===== config.mk =====
export PLATFORM = sky130hd
export DESIGN_NAME = cla_adder_pipe
export DESIGN_NICKNAME = d
export VERILOG_FILES = /design/src/rtl/cla_adder_pipe.sv
export SDC_FILE = /design/constraint.sdc
export NUM_CORES = 1
export LEC_CHECK = 0
export ABC_AREA = 1
export CAP_MARGIN = 15
export CORE_MARGIN = 2
export CORE_UTILIZATION = 58
export DETAILED_ROUTE_END_ITERATION = 8
export PLACE_DENSITY_LB_ADDON = 0.05
export SYNTH_ARGS = -nofsm -noshare
export SYNTH_HDL_FRONTEND = slang
export SYNTH_SLANG_ARGS = --single-unit

===== constraint.sdc =====
create_clock -name clk -period 2.9 [get_ports clk]
set_input_delay 0.87 -clock clk [delete_from_list [all_inputs] [get_ports clk]]
set_output_delay 0.87 -clock clk [all_outputs]
set_load 0.05 [all_outputs]

===== src/rtl/cla_adder_pipe.sv =====
// cla_adder_pipe: three-stage carry-lookahead adder/subtractor.
// S0 conditions operands, S1 forms g/p and group G/P, S2 resolves carries.
module cla_adder_pipe #(
    parameter int WIDTH = 16,
    parameter int GROUP = 4
) (
    input  logic             clk,
    input  logic             reset,
    input  logic             en,
    input  logic             in_valid,
    input  logic [WIDTH-1:0] d1,
    input  logic [WIDTH-1:0] d2,
    input  logic             Cin,
    input  logic             sub,
    output logic             out_valid,
    output logic [WIDTH-1:0] sum,
    output logic             Cout,
    output logic             ovf
);
    localparam int NG = WIDTH / GROUP;

    logic [WIDTH-1:0] a_s0;
    logic [WIDTH-1:0] b_s0;
    logic             c_s0;
    logic             v_s0;

    always_ff @(posedge clk) begin
        if (reset) begin
            a_s0 <= '0;
            b_s0 <= '0;
            c_s0 <= 1'b0;
            v_s0 <= 1'b0;
        end else if (en) begin
            a_s0 <= d1;
            b_s0 <= d2 ^ {WIDTH{sub}};
            c_s0 <= Cin ^ sub;
            v_s0 <= in_valid;
        end
    end

    logic [WIDTH-1:0] g_c;
    logic [WIDTH-1:0] p_c;
    logic [NG-1:0]    gg_c;
    logic [NG-1:0]    pg_c;

    always_comb begin
        logic t;
        t    = 1'b0;
        g_c  = a_s0 & b_s0;
        p_c  = a_s0 ^ b_s0;
        gg_c = '0;
        pg_c = '1;
        for (int j = 0; j < NG; j++) begin
            for (int i = 0; i < GROUP; i++) begin
                pg_c[j] = pg_c[j] & p_c[j*GROUP+i];
                t = g_c[j*GROUP+i];
                for (int k = i + 1; k < GROUP; k++)
                    t = t & p_c[j*GROUP+k];
                gg_c[j] = gg_c[j] | t;
            end
        end
    end

    logic [WIDTH-1:0] p_s1;
    logic [WIDTH-1:0] g_s1;
    logic [NG-1:0]    gg_s1;
    logic [NG-1:0]    pg_s1;
    logic             c_s1;
    logic             v_s1;

    always_ff @(posedge clk) begin
        if (reset) begin
            p_s1  <= '0;
            g_s1  <= '0;
            gg_s1 <= '0;
            pg_s1 <= '0;
            c_s1  <= 1'b0;
            v_s1  <= 1'b0;
        end else if (en) begin
            p_s1  <= p_c;
            g_s1  <= g_c;
            gg_s1 <= gg_c;
            pg_s1 <= pg_c;
            c_s1  <= c_s0;
            v_s1  <= v_s0;
        end
    end

    logic [NG:0]      cg_c;
    logic [WIDTH-1:0] cb_c;
    logic [WIDTH-1:0] sum_c;
    logic             unused_gtop;

    // Every carry is a flat sum of products; nothing ripples.
    always_comb begin
        logic t;
        logic acc;
        t           = 1'b0;
        acc         = 1'b0;
        cg_c        = '0;
        cb_c        = '0;
        unused_gtop = 1'b0;
        cg_c[0]     = c_s1;
        for (int j = 0; j < NG; j++) begin
            acc = c_s1;
            for (int k = 0; k <= j; k++)
                acc = acc & pg_s1[k];
            for (int i = 0; i <= j; i++) begin
                t = gg_s1[i];
                for (int k = i + 1; k <= j; k++)
                    t = t & pg_s1[k];
                acc = acc | t;
            end
            cg_c[j+1] = acc;
        end
        for (int j = 0; j < NG; j++) begin
            for (int b = 0; b < GROUP; b++) begin
                acc = cg_c[j];
                for (int k = 0; k < b; k++)
                    acc = acc & p_s1[j*GROUP+k];
                for (int i = 0; i < b; i++) begin
                    t = g_s1[j*GROUP+i];
                    for (int k = i + 1; k < b; k++)
                        t = t & p_s1[j*GROUP+k];
                    acc = acc | t;
                end
                cb_c[j*GROUP+b] = acc;
            end
            unused_gtop = unused_gtop ^ g_s1[j*GROUP+GROUP-1];
        end
        sum_c = p_s1 ^ cb_c;
    end

    // Results only load for valid tokens so bubbles leave them held.
    always_ff @(posedge clk) begin
        if (reset) begin
            out_valid <= 1'b0;
            sum       <= '0;
            Cout      <= 1'b0;
            ovf       <= 1'b0;
        end else if (en) begin
            out_valid <= v_s1;
            if (v_s1) begin
                sum  <= sum_c;
                Cout <= cg_c[NG];
                ovf  <= cb_c[WIDTH-1] ^ cg_c[NG];
            end
        end
    end
endmodule


==> impl_metrics.toml <==
[run_status]
status = "finished, final reports clean"

[global_route]
track_usage_pct = 22.4
grt-ovfl-total = 0
grt_max_degree = 77
antenna_found_initial = 0
grt_pass1_wl_mm = 13.6
first_global_vias = 3030

[worst_setup_path]
critPathMaxFanout = 2
reg2reg_to = "sum[11]"
slowest_stage = "clkdlybuf4s50_1"
crit_chain = "clkdlybuf4s50_1"
cp_data_arrival_time_ns = 1.52
crit_buf_inv = 1
end_kind = "primary output"
cp-start-kind = "flop"
critPathTopFamily = "buffers and inverters"
critical_path_cell_count = 1
r2r_slack_ns = 1.29
slowest_delay_ns = 0.81
r2r_start = "c_s1"
critPathRequiredTime_ns = 2.03
critPathKind = "reg2out"
worstRegToRegCells = 12

[layout]
fill_cells = 586
final-seq-area_mm2 = 0.00182
final_cell_mix = "nor2_1, dfxtp_1, o21ai_0"
n_antenna_cell = 0
fin_cells = 653
final_common_cell = "nor2_1"
multi_input_area_mm2 = 0.00186
syn2layout_area_growth_pct = 19.6
drive_above_1_share_pct = 4.54
layout.nets = 626

[placed_design]
post-place-ws_ns = 0.781
place.port_buffers = 56
hpwl_mm = 5.27
gp_congestion = 0.862
dpl.cell_count = 637

[power]
seq_power_share_pct = 48.6
p_int_mw = 2.09
p_sw_mw = 0.751
sw_frac_of_total_pct = 26.4
power_density_mw_per_mm2 = 588
pwr-share-comb_pct = 14.7
ir_drop_v = 0.000302
pwr-share-clk_pct = 36.7
leakage_nw = 2.22

[logic_synthesis]
yosys.area.top_type = "dfxtp_1"
yosysWarnings = 0
synth_cell_type_count = 28
synth_top_cell_area_share_pct = 45.1
ys_seq_area_share_pct = 45.1
synth_area_leaders = "dfxtp_1, nor2_1, o21ai_0, ha_1, xor2_1"
synthCells = 525
syn_area_mm2 = 0.00404
syn_avg_cell_area_um2 = 7.69
yosys_register_bits = 91
synth_nets = 583

[floorplan]
core_mm2 = 0.00676
die_h_um = 87.4
io_pins = 57
placementRows = 30
start_util_pct = 59.7
fp.dieW_um = 87.4
dieArea_mm2 = 0.00764

[clocking]
postCtsResizedCells = 0
clock_latency_ns = 0.35
max-clock-path-buffers = 2
root_buffer = "clkbuf_8"
cts_num_sinks = 91
tritoncts = "yes"
hold_buffers = 0
cts_made_buffers = 9
cts.htree.levels = 3
postCtsSetupBuffers = 0
cts.reportedPaths.clkPinSlew_ns = 0.10

[hold_path]
hold_end = "g_s1[14]"
hp-start = "g_s1[14]"
hp-class = "reg2reg"
hold-path-cell-count = 2

[route]
drc = 0
dr_total_vias = 3325
initialDrtViolationCount = 220
wl_per_cell_um = 12.1
drt.antenna.violating_nets = 0
firstDrtPassIters = 4
via_per_inst = 5.09
drt-total-wl_mm = 7.93

[timing]
maxSlewHeadroom_pct = 66.4
period_needed_ns = 2.39
finalCritPeriodShare_pct = 82.4
tightest_slew_ns = 0.503
finalSetupTns_ns = 0
fin_worst_skew_ns = 0.0101
finalWorstSetupSlack_ns = 0.511
grt_setup_unrepaired = "no"
fmax_mhz = 419
hold_violations = 0
slew_violations = 0
hold_slack_ns = 0.471
setup_viol = 0

[run]
drv_cap = 0
-- cell families (layout without fill, tap and decap cells) --
group	count (synthesis)	in the layout	synth area share (%)
flops	91	91	45.1
simple gates	186	186	18.0
fa+ha+maj	20	20	6.20
xor+xnor	25	25	5.43
buf+inv	78	126	8.74
compound gates	125	125	16.5
-- worst reg2reg max path, stage by stage, from the launching register on --
cell and delay (ns):
dfxtp_1 0.44, nand2_1 0.07, nand2_1 0.09, nand2_1 0.06
nand2_1 0.07, ha_1 0.14, nor2_1 0.05, o21bai_1 0.22
nand2_1 0.10, nand3_1 0.08, nand2_1 0.05, o21ai_1 0.12
inv_1 0.05
-- cell type report --
cell class,count,share of cell area (%)
tap,80,2.07
sequential,91,37.7
clock inverter,7,2.57
clock buffer,9,2.57
timing repair buffer,62,12.7
inverter,48,3.79
multi-input combinational,356,38.6
-- state kept, by name, indices dropped and copies added, names as in the netlist, 4 cells and up --
register / cells
b_s0: 16
p_s1: 16
g_s1: 12
sum: 16
gg_s1: 4
a_s0: 16
pg_s1: 4
-- per-stage QoR --
stage | util, % | total power [mW] | area (um2)
floorplan | - | 1.68 | 4040
CTS | 71.4 | 2.85 | 4830
global route | 71.4 | 2.96 | 4830
detailed placement | 67.8 | 1.82 | 4580
finish | 71.4 | 2.84 | 4830
global placement | 67.8 | 1.81 | 4580
-- Yosys cell counts --
cell and instances:
nor2_1 134, dfxtp_1 91, o21ai_0 70, inv_1 46
nand2_1 39, a21oi_1 29, xor2_1 23, ha_1 20
clkbuf_1 13, o21ai_1 10, buf_2 7, buf_4 7
o21bai_1 7, nand3_1 6, a21boi_0 3, a22oi_1 3
buf_6 3, nand4_1 3, xnor2_1 2, a31oi_1 1
inv_2 1, inv_4 1, nand2_4 1, nor3_1 1
nor4_1 1, o211ai_1 1, o21a_1 1, or2_1 1
-- power groups by stage --
stage	clock [mW]	sequential [mW]	combinational, mW
2_1_floorplan	0	1.44	0.241
3_3_place_gp	0	1.40	0.407
3_5_place_dp	0	1.41	0.415
4_1_cts	1.06	1.38	0.419
5_1_grt	1.10	1.39	0.472
6_report	1.04	1.38	0.418
-- routing by layer --
metal,share of wire [%],track usage [%]
met1,51,31.4
met2,43,33.8
met3,4.2,3.79
met4,1.9,9.51
met5,0,0
-- worst max-delay path by stage --
stage | from | endpoint
after global routing | Cout | Cout
after global placement | reset | sum[11]
after detailed placement | reset | p_s1[5]
final | Cout | Cout
after CTS | Cout | Cout
after floorplan | sub | b_s0[10]
No activity file was read; power rests on OpenSTA's default activity.
